===== config.mk =====
export PLATFORM = sky130hd
export DESIGN_NAME = uniq_extract_flat
export DESIGN_NICKNAME = d
export VERILOG_FILES = /design/src/rtl/uniq_extract_if.sv /design/src/rtl/uniq_extract.sv /design/src/flat_wrapper.sv
export SDC_FILE = /design/constraint.sdc
export NUM_CORES = 1
export LEC_CHECK = 0
export CORE_UTILIZATION = 40
export CTS_BUF_LIST = sky130_fd_sc_hd__clkbuf_8
export DETAILED_ROUTE_END_ITERATION = 10
export GPL_TIMING_DRIVEN = 1
export PLACE_DENSITY = 0.52
export SLEW_MARGIN = 10
export SYNTH_ARGS = -nofsm -noshare
export SYNTH_HDL_FRONTEND = slang
export SYNTH_SLANG_ARGS = --single-unit

===== constraint.sdc =====
create_clock -name clk -period 5.6 [get_ports clk]
set_clock_uncertainty 0.15 [all_clocks]
set_input_delay 1.68 -clock clk [delete_from_list [all_inputs] [get_ports clk]]
set_output_delay 1.68 -clock clk [all_outputs]
set_load 0.02 [all_outputs]

===== src/rtl/uniq_extract_if.sv =====
// Bundle for uniq_extract: A write port, start/len request, status and B read port.
// The DUT takes the slave modport and the driver takes the master modport.
interface uniq_extract_if #(
  parameter int WIDTH = 32,
  parameter int DEPTH = 16,
  parameter int AW    = $clog2(DEPTH),
  parameter int CW    = $clog2(DEPTH + 1)
);
  logic             wr_en;
  logic [AW-1:0]    wr_addr;
  logic [WIDTH-1:0] wr_data;
  logic [CW-1:0]    len;
  logic             start;
  logic             busy;
  logic             done;
  logic [CW-1:0]    count;
  logic [AW-1:0]    rd_addr;
  logic [WIDTH-1:0] rd_data;

  modport master (
    output wr_en, wr_addr, wr_data, len, start, rd_addr,
    input  busy, done, count, rd_data
  );

  modport slave (
    input  wr_en, wr_addr, wr_data, len, start, rd_addr,
    output busy, done, count, rd_data
  );
endinterface


===== src/rtl/uniq_extract.sv =====
// Extracts the unique elements of A[0..L-1] into B and reports how many were found.
// Optional UNIQ_SORT_EN: selection-sorts A in place first, so B comes out ascending.
module uniq_extract #(
  parameter int WIDTH = 32,
  parameter int DEPTH = 16,
  parameter int AW    = $clog2(DEPTH),
  parameter int CW    = $clog2(DEPTH + 1)
) (
  input logic          clk,
  input logic          rst,
  uniq_extract_if.slave bus
);
  // One extra bit lets an index reach DEPTH without wrapping.
  localparam int NW = CW + 1;

  typedef enum logic [1:0] {
    IDLE = 2'd0,
`ifdef UNIQ_SORT_EN
    SORT = 2'd1,
`endif
    SCAN = 2'd2,
    FIN  = 2'd3
  } state_e;

  state_e           state_q, state_d;
  logic [WIDTH-1:0] a_q [DEPTH];
  logic [WIDTH-1:0] a_d [DEPTH];
  logic [WIDTH-1:0] b_q [DEPTH];
  logic [WIDTH-1:0] b_d [DEPTH];
  logic [CW-1:0]    l_q, l_d;
  logic [NW-1:0]    m_q, m_d;
  logic [NW-1:0]    j_q, j_d;
  logic [NW-1:0]    k_q, k_d;
  logic             busy_q, busy_d;
  logic             done_q, done_d;
  logic [CW-1:0]    count_q, count_d;
  logic [WIDTH-1:0] rd_data_q, rd_data_d;
  logic [NW-1:0]    l_ext;
  logic [NW-1:0]    m_next;
  logic [WIDTH-1:0] a_m;
`ifdef UNIQ_SORT_EN
  logic [NW-1:0]    i_q, i_d;
  logic [NW-1:0]    mi_q, mi_d;
  logic [NW-1:0]    k_dec;
`endif

  assign bus.busy    = busy_q;
  assign bus.done    = done_q;
  assign bus.count   = count_q;
  assign bus.rd_data = rd_data_q;

  // Next-state, datapath and output computation.
  always_comb begin
    state_d   = state_q;
    a_d       = a_q;
    b_d       = b_q;
    l_d       = l_q;
    m_d       = m_q;
    j_d       = j_q;
    k_d       = k_q;
    busy_d    = busy_q;
    done_d    = 1'b0;
    count_d   = count_q;
    rd_data_d = b_q[bus.rd_addr];
    l_ext     = {1'b0, l_q};
    m_next    = m_q + NW'(1);
    a_m       = a_q[m_q[AW-1:0]];
`ifdef UNIQ_SORT_EN
    i_d       = i_q;
    mi_d      = mi_q;
    k_dec     = k_q - NW'(1);
`endif
    case (state_q)
      IDLE: begin
        // The write lands on the same edge that accepts start, so the run sees it.
        if (bus.wr_en) begin
          a_d[bus.wr_addr] = bus.wr_data;
        end else begin
          a_d = a_q;
        end
        if (bus.start) begin
          l_d     = (bus.len > CW'(DEPTH)) ? CW'(DEPTH) : bus.len;
          m_d     = '0;
          j_d     = '0;
          k_d     = '0;
          count_d = '0;
          busy_d  = 1'b1;
`ifdef UNIQ_SORT_EN
          i_d     = '0;
          mi_d    = '0;
          j_d     = NW'(1);
          state_d = (bus.len == CW'(0)) ? FIN : SORT;
`else
          state_d = (bus.len == CW'(0)) ? FIN : SCAN;
`endif
        end else begin
          state_d = IDLE;
        end
      end
`ifdef UNIQ_SORT_EN
      SORT: begin
        if (i_q + NW'(1) >= l_ext) begin
          state_d = SCAN;
          m_d     = '0;
          j_d     = '0;
        end else if (j_q < l_ext) begin
          if (a_q[j_q[AW-1:0]] < a_q[mi_q[AW-1:0]]) begin
            mi_d = j_q;
          end else begin
            mi_d = mi_q;
          end
          j_d = j_q + NW'(1);
        end else begin
          // End of pass: one cycle to swap the minimum into position i.
          a_d[i_q[AW-1:0]]  = a_q[mi_q[AW-1:0]];
          a_d[mi_q[AW-1:0]] = a_q[i_q[AW-1:0]];
          i_d  = i_q + NW'(1);
          mi_d = i_q + NW'(1);
          j_d  = i_q + NW'(2);
        end
      end
      SCAN: begin
        // Sorted input: duplicates are adjacent, so only the last entry of B matters.
        if ((k_q == NW'(0)) || (a_m != b_q[k_dec[AW-1:0]])) begin
          b_d[k_q[AW-1:0]] = a_m;
          k_d = k_q + NW'(1);
        end else begin
          k_d = k_q;
        end
        m_d     = m_next;
        state_d = (m_next >= l_ext) ? FIN : SCAN;
      end
`else
      SCAN: begin
        if (j_q < k_q) begin
          if (a_m == b_q[j_q[AW-1:0]]) begin
            m_d     = m_next;
            j_d     = '0;
            state_d = (m_next >= l_ext) ? FIN : SCAN;
          end else begin
            j_d = j_q + NW'(1);
          end
        end else begin
          b_d[k_q[AW-1:0]] = a_m;
          k_d     = k_q + NW'(1);
          m_d     = m_next;
          j_d     = '0;
          state_d = (m_next >= l_ext) ? FIN : SCAN;
        end
      end
`endif
      FIN: begin
        done_d  = 1'b1;
        busy_d  = 1'b0;
        count_d = k_q[CW-1:0];
        state_d = IDLE;
      end
      default: begin
        state_d = IDLE;
        busy_d  = 1'b0;
      end
    endcase
  end

  // Control and output registers with synchronous reset.
  always_ff @(posedge clk) begin
    if (rst) begin
      state_q   <= IDLE;
      l_q       <= '0;
      m_q       <= '0;
      j_q       <= '0;
      k_q       <= '0;
      busy_q    <= 1'b0;
      done_q    <= 1'b0;
      count_q   <= '0;
      rd_data_q <= '0;
`ifdef UNIQ_SORT_EN
      i_q       <= '0;
      mi_q      <= '0;
`endif
    end else begin
      state_q   <= state_d;
      l_q       <= l_d;
      m_q       <= m_d;
      j_q       <= j_d;
      k_q       <= k_d;
      busy_q    <= busy_d;
      done_q    <= done_d;
      count_q   <= count_d;
      rd_data_q <= rd_data_d;
`ifdef UNIQ_SORT_EN
      i_q       <= i_d;
      mi_q      <= mi_d;
`endif
    end
  end

  // Storage arrays carry no reset so their contents survive rst.
  always_ff @(posedge clk) begin
    a_q <= a_d;
    b_q <= b_d;
  end
endmodule


===== src/flat_wrapper.sv =====
// flat-port wrapper written by rule: the top's interface ports become plain ports
module uniq_extract_flat 
#(
  parameter int WIDTH = 32,
  parameter int DEPTH = 16,
  parameter int AW    = $clog2(DEPTH),
  parameter int CW    = $clog2(DEPTH + 1)
)
  (clk, rst, bus_wr_en, bus_wr_addr, bus_wr_data, bus_len, bus_start, bus_rd_addr, bus_busy, bus_done, bus_count, bus_rd_data);
  uniq_extract_if #(.WIDTH(WIDTH), .DEPTH(DEPTH), .AW(AW), .CW(CW)) bus_i ();
  input logic clk;
  input logic rst;
  input wire logic [$bits(bus_i.wr_en)-1:0] bus_wr_en;
  input wire logic [$bits(bus_i.wr_addr)-1:0] bus_wr_addr;
  input wire logic [$bits(bus_i.wr_data)-1:0] bus_wr_data;
  input wire logic [$bits(bus_i.len)-1:0] bus_len;
  input wire logic [$bits(bus_i.start)-1:0] bus_start;
  input wire logic [$bits(bus_i.rd_addr)-1:0] bus_rd_addr;
  output wire logic [$bits(bus_i.busy)-1:0] bus_busy;
  output wire logic [$bits(bus_i.done)-1:0] bus_done;
  output wire logic [$bits(bus_i.count)-1:0] bus_count;
  output wire logic [$bits(bus_i.rd_data)-1:0] bus_rd_data;
  assign bus_i.wr_en = bus_wr_en;
  assign bus_i.wr_addr = bus_wr_addr;
  assign bus_i.wr_data = bus_wr_data;
  assign bus_i.len = bus_len;
  assign bus_i.start = bus_start;
  assign bus_i.rd_addr = bus_rd_addr;
  assign bus_busy = bus_i.busy;
  assign bus_done = bus_i.done;
  assign bus_count = bus_i.count;
  assign bus_rd_data = bus_i.rd_data;
  uniq_extract #(.WIDTH(WIDTH), .DEPTH(DEPTH), .AW(AW), .CW(CW)) u_core (.clk(clk), .rst(rst), .bus(bus_i));
endmodule

==> metrics.json, run 1 <==
{
  "timing": {
    "slew_headroom_pct": 36.5,
    "fin_crit_sh_pct": 85.9,
    "holdWs_ns": 0.319,
    "max_clock_freq_ghz": 0.208,
    "finalHoldViolCount": 0,
    "final_period_minus_worst_setup_slack_ns": 4.81,
    "setup_tns_ns": 0,
    "tightest_slew_ns": 0.950,
    "timing.final.setup_violations": 0,
    "setup_repair_after_global_routing_missed_its_margin": "no",
    "final-max-slew-violation-count": 0
  },
  "power": {
    "total_power_mw": 17.0,
    "ir_worst_vdd_uv": 237,
    "cellLeakagePower_nw": 16.5,
    "cellPowerDensity_nw_per_um2": 325
  },
  "cts": {
    "clock_path_buffers": 3,
    "worst_setup_hold_path_clk_slew_ns": 0.06,
    "cts.root.buffer_cell": "sky130_fd_sc_hd__clkbuf_8",
    "cts.htree.levels": 4,
    "clk_latency_ns": 0.86,
    "cts_setup_buffers": 0,
    "postCtsHoldBufs": 0,
    "number_of_cells_upsized_or_downsized_after_cts": 0,
    "clock_sinks": 1088,
    "cts_buffers": 184,
    "tritoncts_clock_tree": "done"
  },
  "worst_setup_path": {
    "timing.critical_path.to_type": "flop",
    "worst_endpoint_data_arrival_time_ns": 5.36,
    "setup.worst_path.start_class": "flop",
    "r2r_start": "u_core.m_q[0]",
    "critical_path.max_fanout": 21,
    "setup.worst_path.start": "u_core.m_q[0]",
    "timing_worst_setup_path_type": "flop to flop",
    "worst-endpoint-required_ns": 6.15
  },
  "final_layout": {
    "area_growth_pct": 14.8,
    "filler_cell_count": 9418,
    "nets": 2485,
    "final-instance-count-excl-fill": 4079,
    "drive_above_1_share_pct": 31.7
  },
  "detailed_routing": {
    "via_density_per_instance": 5.77,
    "final_antenna_net_count": 0,
    "via_count": 23500,
    "totalWireLength_um": 124000,
    "post-route-drc-count": 0,
    "drtPass1Iterations": 5,
    "drt_iter0_drc": 1837,
    "wire_per_inst_um": 30.3
  },
  "yosys": {
    "yosysUniqueCellTypes": 58,
    "net_count_after_synthesis": 2231,
    "syn_avg_cell_area_um2": 21.0,
    "yosysWarningCount": 0,
    "synth_ff_type": "sky130_fd_sc_hd__edfxtp_1",
    "synth.largest_area_cell": "sky130_fd_sc_hd__edfxtp_1",
    "syn-instance-count": 2166,
    "synthesis.area_um2": 45600,
    "synth_edf_count": 1024,
    "synthArstFlopShare_pct": 0,
    "netlist.area_leader.share_pct": 67.5,
    "ys_seq_area_share_pct": 70.3,
    "synth.ff_latch_count": 1088,
    "synthTopCellsByArea": "sky130_fd_sc_hd__edfxtp_1 (67%), sky130_fd_sc_hd__mux4_2 (19%), sky130_fd_sc_hd__dfxtp_1 (2.8%)"
  },
  "flow_run": {
    "drv.max_cap_violation_count": 0
  },
  "placed_design": {
    "detailedPlacementHpwl_um": 71100,
    "port_buffers": 87,
    "place_inst": 3734,
    "gpl.final_weighted_congestion": 0.761
  },
  "floorplan": {
    "std_cell_rows": 123,
    "floorplan.die.height_um": 340,
    "die_area_um2": 115000,
    "core-area_um2": 113000,
    "start_util_pct": 40.4,
    "ioPinCount": 88,
    "die_w_um": 340
  },
  "grt": {
    "grt_max_degree": 129,
    "grt-ovfl-total": 0,
    "grt_antenna_before_repair": 8,
    "first_pass_grt_wire_length_um": 179000,
    "vias_in_the_first_global_route": 25100,
    "grt.total_usage_pct": 21.7
  },
  "worst_hold_path": {
    "min-delay-start": "u_core.bus.count[4]",
    "worstHoldPathType": "flop to flop"
  },
  "status": {
    "run_status": "complete, no violations"
  }
}
==> stage by stage <==
step           area, µm²  utilization, %  worst slack, ns
2_1_floorplan      45600               -            0.668
3_3_place_gp       48900            43.3            0.838
3_5_place_dp       48900            43.3            0.774
4_1_cts            52300            46.4            0.756
5_1_grt            52300            46.4            0.505
6_report           52300            46.4            0.787
==> worst max-delay path: stages, from the launching register on <==
cell and delay, ns:
sky130_fd_sc_hd__dfxtp_4 0.64, sky130_fd_sc_hd__buf_4 0.41, sky130_fd_sc_hd__mux4_2 0.55, sky130_fd_sc_hd__a22oi_1 0.26
sky130_fd_sc_hd__nand2_1 0.45, sky130_fd_sc_hd__xnor2_1 0.29, sky130_fd_sc_hd__nor4_1 0.66, sky130_fd_sc_hd__nand4_1 0.26
sky130_fd_sc_hd__nor3_4 0.45, sky130_fd_sc_hd__o32a_2 0.37, sky130_fd_sc_hd__o221ai_2 0.11
==> synth_stat cells (all sizes together) (3+ instances only) <==
cell	n
nand2b	14
o21ai	14
and2	8
buf	80
xnor2	19
or4	3
inv	22
a221oi	10
nor2	64
clkbuf	50
a22oi	59
o22ai	20
dfxtp	64
a22o	9
nor2b	47
ha	16
edfxtp	1024
o221ai	4
nand2	48
nor3b	4
mux4	401
nor4	11
mux2	17
nand4	4
nor3	14
a21o	8
xor2	21
or3	3
nand3	13
mux2i	58
a21oi	18
==> power by group <==
part,internal (mW),switching (mW),total (mW)
logic,0.515,0.710,1.22
registers,9.06,0.0595,9.12
clock network,3.42,3.24,6.65
==> final timing paths <==
| kind | end | slack, ns | depth (start not counted) |
|---|---|---|---|
| worst min register to register | u_core.bus.count[4] | 0.32 | 2 |
| worst max register to register | u_core.m_q[2] | 0.79 | 10 |
| worst min-delay path | u_core.bus.count[4] | 0.32 | 2 |
| worst max-delay path | u_core.m_q[2] | 0.79 | 10 |
==> cell usage in the layout, fill, tap and decap left out, types with 7 or more instances in the layout <==
master | netlist | layout
sky130_fd_sc_hd__o22ai_1 | 20 | 20
sky130_fd_sc_hd__a21oi_1 | 18 | 18
sky130_fd_sc_hd__mux4_2 | 394 | 394
sky130_fd_sc_hd__dfxtp_1 | 64 | 58
sky130_fd_sc_hd__nor2_4 | 0 | 24
sky130_fd_sc_hd__ha_1 | 16 | 16
sky130_fd_sc_hd__nor2b_1 | 47 | 44
sky130_fd_sc_hd__buf_4 | 16 | 99
sky130_fd_sc_hd__clkinv_2 | 0 | 12
sky130_fd_sc_hd__xnor2_1 | 19 | 19
sky130_fd_sc_hd__nand3_1 | 13 | 13
sky130_fd_sc_hd__nor2_1 | 63 | 38
sky130_fd_sc_hd__nand2_1 | 48 | 48
sky130_fd_sc_hd__clkinv_1 | 2 | 39
sky130_fd_sc_hd__clkdlybuf4s50_1 | 0 | 82
sky130_fd_sc_hd__nor4_1 | 11 | 11
sky130_fd_sc_hd__inv_1 | 21 | 99
sky130_fd_sc_hd__a22oi_1 | 59 | 59
sky130_fd_sc_hd__a21o_1 | 8 | 8
sky130_fd_sc_hd__edfxtp_1 | 1024 | 1024
sky130_fd_sc_hd__mux4_1 | 7 | 7
sky130_fd_sc_hd__mux2i_1 | 58 | 57
sky130_fd_sc_hd__buf_12 | 1 | 14
sky130_fd_sc_hd__nand2b_1 | 14 | 14
sky130_fd_sc_hd__nor3_2 | 0 | 7
sky130_fd_sc_hd__a22o_1 | 9 | 9
sky130_fd_sc_hd__o21ai_1 | 2 | 7
sky130_fd_sc_hd__mux2_2 | 17 | 17
sky130_fd_sc_hd__xor2_1 | 21 | 21
sky130_fd_sc_hd__clkbuf_8 | 0 | 200
sky130_fd_sc_hd__inv_6 | 0 | 7
==> state kept, by name (all words and copies together) (netlist names) <==
name,flops
u_core.a_q,512
u_core.k_q,6
u_core.l_q,5
u_core.bus.count,5
u_core.bus.rd_data,32
u_core.m_q,6
u_core.j_q,6
u_core.state_q,2
u_core.bus.busy,1
u_core.bus.done,1
u_core.b_q,512
==> final cells by class <==
cell class | instances | area (µm²) | share of cell area, %
Antenna cell | 2 | 5.00 | 0.00956
Clock buffer | 199 | 2740 | 5.23
Clock inverter | 144 | 708 | 1.35
Inverter | 24 | 90.1 | 0.172
Multi-Input combinational cell | 924 | 13000 | 24.8
Sequential cell | 1088 | 32100 | 61.2
Tap cell | 1500 | 1880 | 3.59
Timing Repair Buffer | 198 | 1870 | 3.57
==> cells by family (layout without fill, tap and decap cells) <==
family	Yosys count	in the layout	share of synthesized area [%]
DFF	1088	1088	70.3
muxes	476	476	21.6
AOI/OAI and AO/OA	155	155	2.53
and+or+nand+nor	237	237	2.61
xor gates and xnor gates	40	40	0.769
other	0	2	0
buffers and inverters	154	565	1.81
adders and majority gates	16	16	0.439
==> per-layer routing <==
layer,track usage (%),share of wire [%]
met1,28.4,41
met2,36.3,50
met3,4.15,5.3
met4,7.64,3.1
met5,0,0.027
No activity file was read; power rests on OpenSTA's default activity.
==> inputs of run 2 (changes only) <==
- CAP_MARGIN: unset -> 20
- GPL_ROUTABILITY_DRIVEN: unset -> 1
==> run 2 against run 1 <==
  * Non-clock buffer count grew 1
  * Die area is the same
  * Global-route usage shrank 0.081 points
  * Total power grew 2.4%
  * Critical path type unchanged
  * Clock power grew 6.2%
  * Critical path depth is the same
  * Maximum frequency grew 0.11%
  * Sequential share of layout area shrank 0.29 points
  * Via count shrank 0.30%
==> metrics.json, run 2 (synthesized netlist as in run 1, its figures left out) <==
{
  "status": {
    "run_status": "complete, no violations"
  },
  "placed_design": {
    "detailedPlacementHpwl_um": 71000,
    "place_area_um2": 48900,
    "gpl.final_weighted_congestion": 0.761,
    "port_buffers": 87,
    "detailedPlace.worstSlack_ns": 0.777
  },
  "timing": {
    "tightest_slew_ns": 0.954,
    "final-max-slew-violation-count": 0,
    "worst_slack_ns": 0.792,
    "max_clock_freq_ghz": 0.208,
    "fin_crit_sh_pct": 85.8,
    "setup_tns_ns": 0,
    "slew_headroom_pct": 36.3,
    "setup_repair_after_global_routing_missed_its_margin": "no",
    "final_period_minus_worst_setup_slack_ns": 4.81,
    "finalHoldViolCount": 0,
    "timing.final.setup_violations": 0
  },
  "floorplan": {
    "floorplan.die.height_um": 340,
    "die_w_um": 340,
    "start_util_pct": 40.4,
    "std_cell_rows": 123,
    "ioPinCount": 88,
    "die_area_um2": 115000,
    "core-area_um2": 113000
  },
  "cts": {
    "postCtsHoldBufs": 0,
    "tritoncts_clock_tree": "done",
    "cts_buffers": 184,
    "clk_latency_ns": 0.86,
    "cts.root.buffer_cell": "sky130_fd_sc_hd__clkbuf_8",
    "worst_setup_hold_path_clk_slew_ns": 0.06,
    "clock_sinks": 1088,
    "cts.htree.levels": 4,
    "number_of_cells_upsized_or_downsized_after_cts": 0,
    "cts_setup_buffers": 0,
    "clock_path_buffers": 3
  },
  "flow_run": {
    "drv.max_cap_violation_count": 0
  },
  "grt": {
    "grt-ovfl-total": 0,
    "grt_max_degree": 129,
    "vias_in_the_first_global_route": 25100,
    "first_pass_grt_wire_length_um": 179000,
    "grt_antenna_before_repair": 6,
    "grt.total_usage_pct": 21.6
  },
  "power": {
    "cellPowerDensity_nw_per_um2": 331,
    "total_power_mw": 17.4,
    "cellLeakagePower_nw": 16.5,
    "ir_worst_vdd_uv": 199
  },
  "final_layout": {
    "layout.area.seq_um2": 32100,
    "layout.cells.most_common": "sky130_fd_sc_hd__edfxtp_1",
    "filler_cell_count": 9469,
    "multi_input_area_um2": 13000,
    "area_growth_pct": 15.4,
    "nets": 2486,
    "finalInstanceArea_um2": 52600,
    "drive_above_1_share_pct": 32.8,
    "layout_common_cells": "sky130_fd_sc_hd__edfxtp_1 (1024), sky130_fd_sc_hd__mux4_2 (394), sky130_fd_sc_hd__clkbuf_8 (205)"
  },
  "worst_setup_path": {
    "worst-endpoint-required_ns": 6.15,
    "cp_slowest_stage_delay_ns": 0.67,
    "r2r_start": "u_core.m_q[0]",
    "timing_worst_setup_path_type": "flop to flop",
    "r2r_slack_ns": 0.79,
    "cp_cell_sequence": "buf_4 > mux4_2 > a22oi_1 > nand2_1 > xnor2_1 > nor4_1 > nand4_1 > nor3_4 > o32a_2 > o221ai_2",
    "cpMaxStageDelayCell": "sky130_fd_sc_hd__nor4_1",
    "critical_path.max_fanout": 21,
    "setup.worst_path.start_class": "flop",
    "worst_r2r_path_depth": 10,
    "crit-reg2reg-capture": "u_core.m_q[2]",
    "worst_endpoint_data_arrival_time_ns": 5.36,
    "timing.critical_path.to_type": "flop"
  },
  "worst_hold_path": {
    "min_path_cells": 2,
    "min-delay-start": "u_core.bus.count[4]",
    "hold_path_end": "u_core.bus.count[4]",
    "worstHoldPathType": "flop to flop"
  },
  "detailed_routing": {
    "final_antenna_net_count": 0,
    "via_count": 23500,
    "totalWireLength_um": 123000,
    "drt_iter0_drc": 1822,
    "wire_per_inst_um": 30.2,
    "post-route-drc-count": 0,
    "via_density_per_instance": 5.75,
    "drtPass1Iterations": 5
  }
}
-- run 2: changes by cell type in the layout (fill, tap and decap cells not counted), sizes merged --
cell	change
buf	+1
clkinvlp	+2
inv	-27
clkinv	+13
bufinv	+6
clkbuf	+5
diode	+3
-- run 2: power breakdown --
| group | total, mW | switching (mW) | internal, mW |
|---|---|---|---|
| combinational | 1.22 | 0.709 | 0.516 |
| sequential | 9.12 | 0.0590 | 9.06 |
| clock | 7.06 | 3.28 | 3.78 |
| total | 17.4 | 4.05 | 13.4 |
-- run 2: final cells by class --
type | count | area share (%)
Inverter | 24 | 0.171
Clock buffer | 204 | 5.34
Antenna cell | 5 | 0.0238
Clock inverter | 138 | 1.66
Tap cell | 1500 | 3.57
Sequential cell | 1088 | 61.0
Multi-Input combinational cell | 924 | 24.7
Timing Repair Buffer | 199 | 3.57
-- run 2: through the flow --
step / util, % / instances / hold slack [ns]
after floorplan: - / 2166 / 0.286
after global placement: 43.3 / 3734 / 0.311
after detailed placement: 43.3 / 3735 / 0.322
after CTS: 46.6 / 4077 / 0.330
after global routing: 46.6 / 4080 / 0.345
final: 46.6 / 4082 / 0.321
-- run 2: worst max path at each step --
| stage | start | endpoint | slack (ns) | cells after the start |
|---|---|---|---|---|
| after floorplan | bus_wr_addr[0] | u_core.a_q[480] | 0.67 | 2 |
| after global placement | u_core.m_q[2] | u_core.m_q[2] | 0.84 | 10 |
| after detailed placement | u_core.m_q[0] | u_core.m_q[0] | 0.78 | 10 |
| after CTS | u_core.m_q[0] | u_core.m_q[0] | 0.76 | 10 |
| after global routing | u_core.m_q[0] | u_core.m_q[0] | 0.55 | 10 |
| final | u_core.m_q[0] | u_core.m_q[2] | 0.79 | 10 |
-- run 2: layer usage --
layer,GRT usage (%),vias to the layer above,wire (µm)
li1,-,9759,-
met1,28.5,12700,51000
met2,36.1,818,61800
met3,4.24,190,7240
met4,7.09,4,3340
met5,0,-,23
-- run 2: worst max-delay path: cells and delay by family (launching register included) --
family                    cells  cell delay, ns
buffers and inverters         1            0.40
xor gates and xnor gates      1            0.30
AOI/OAI and AO/OA             3            0.74
muxes                         1            0.54
and+or+nand+nor               4            1.85
DFF                           1            0.64
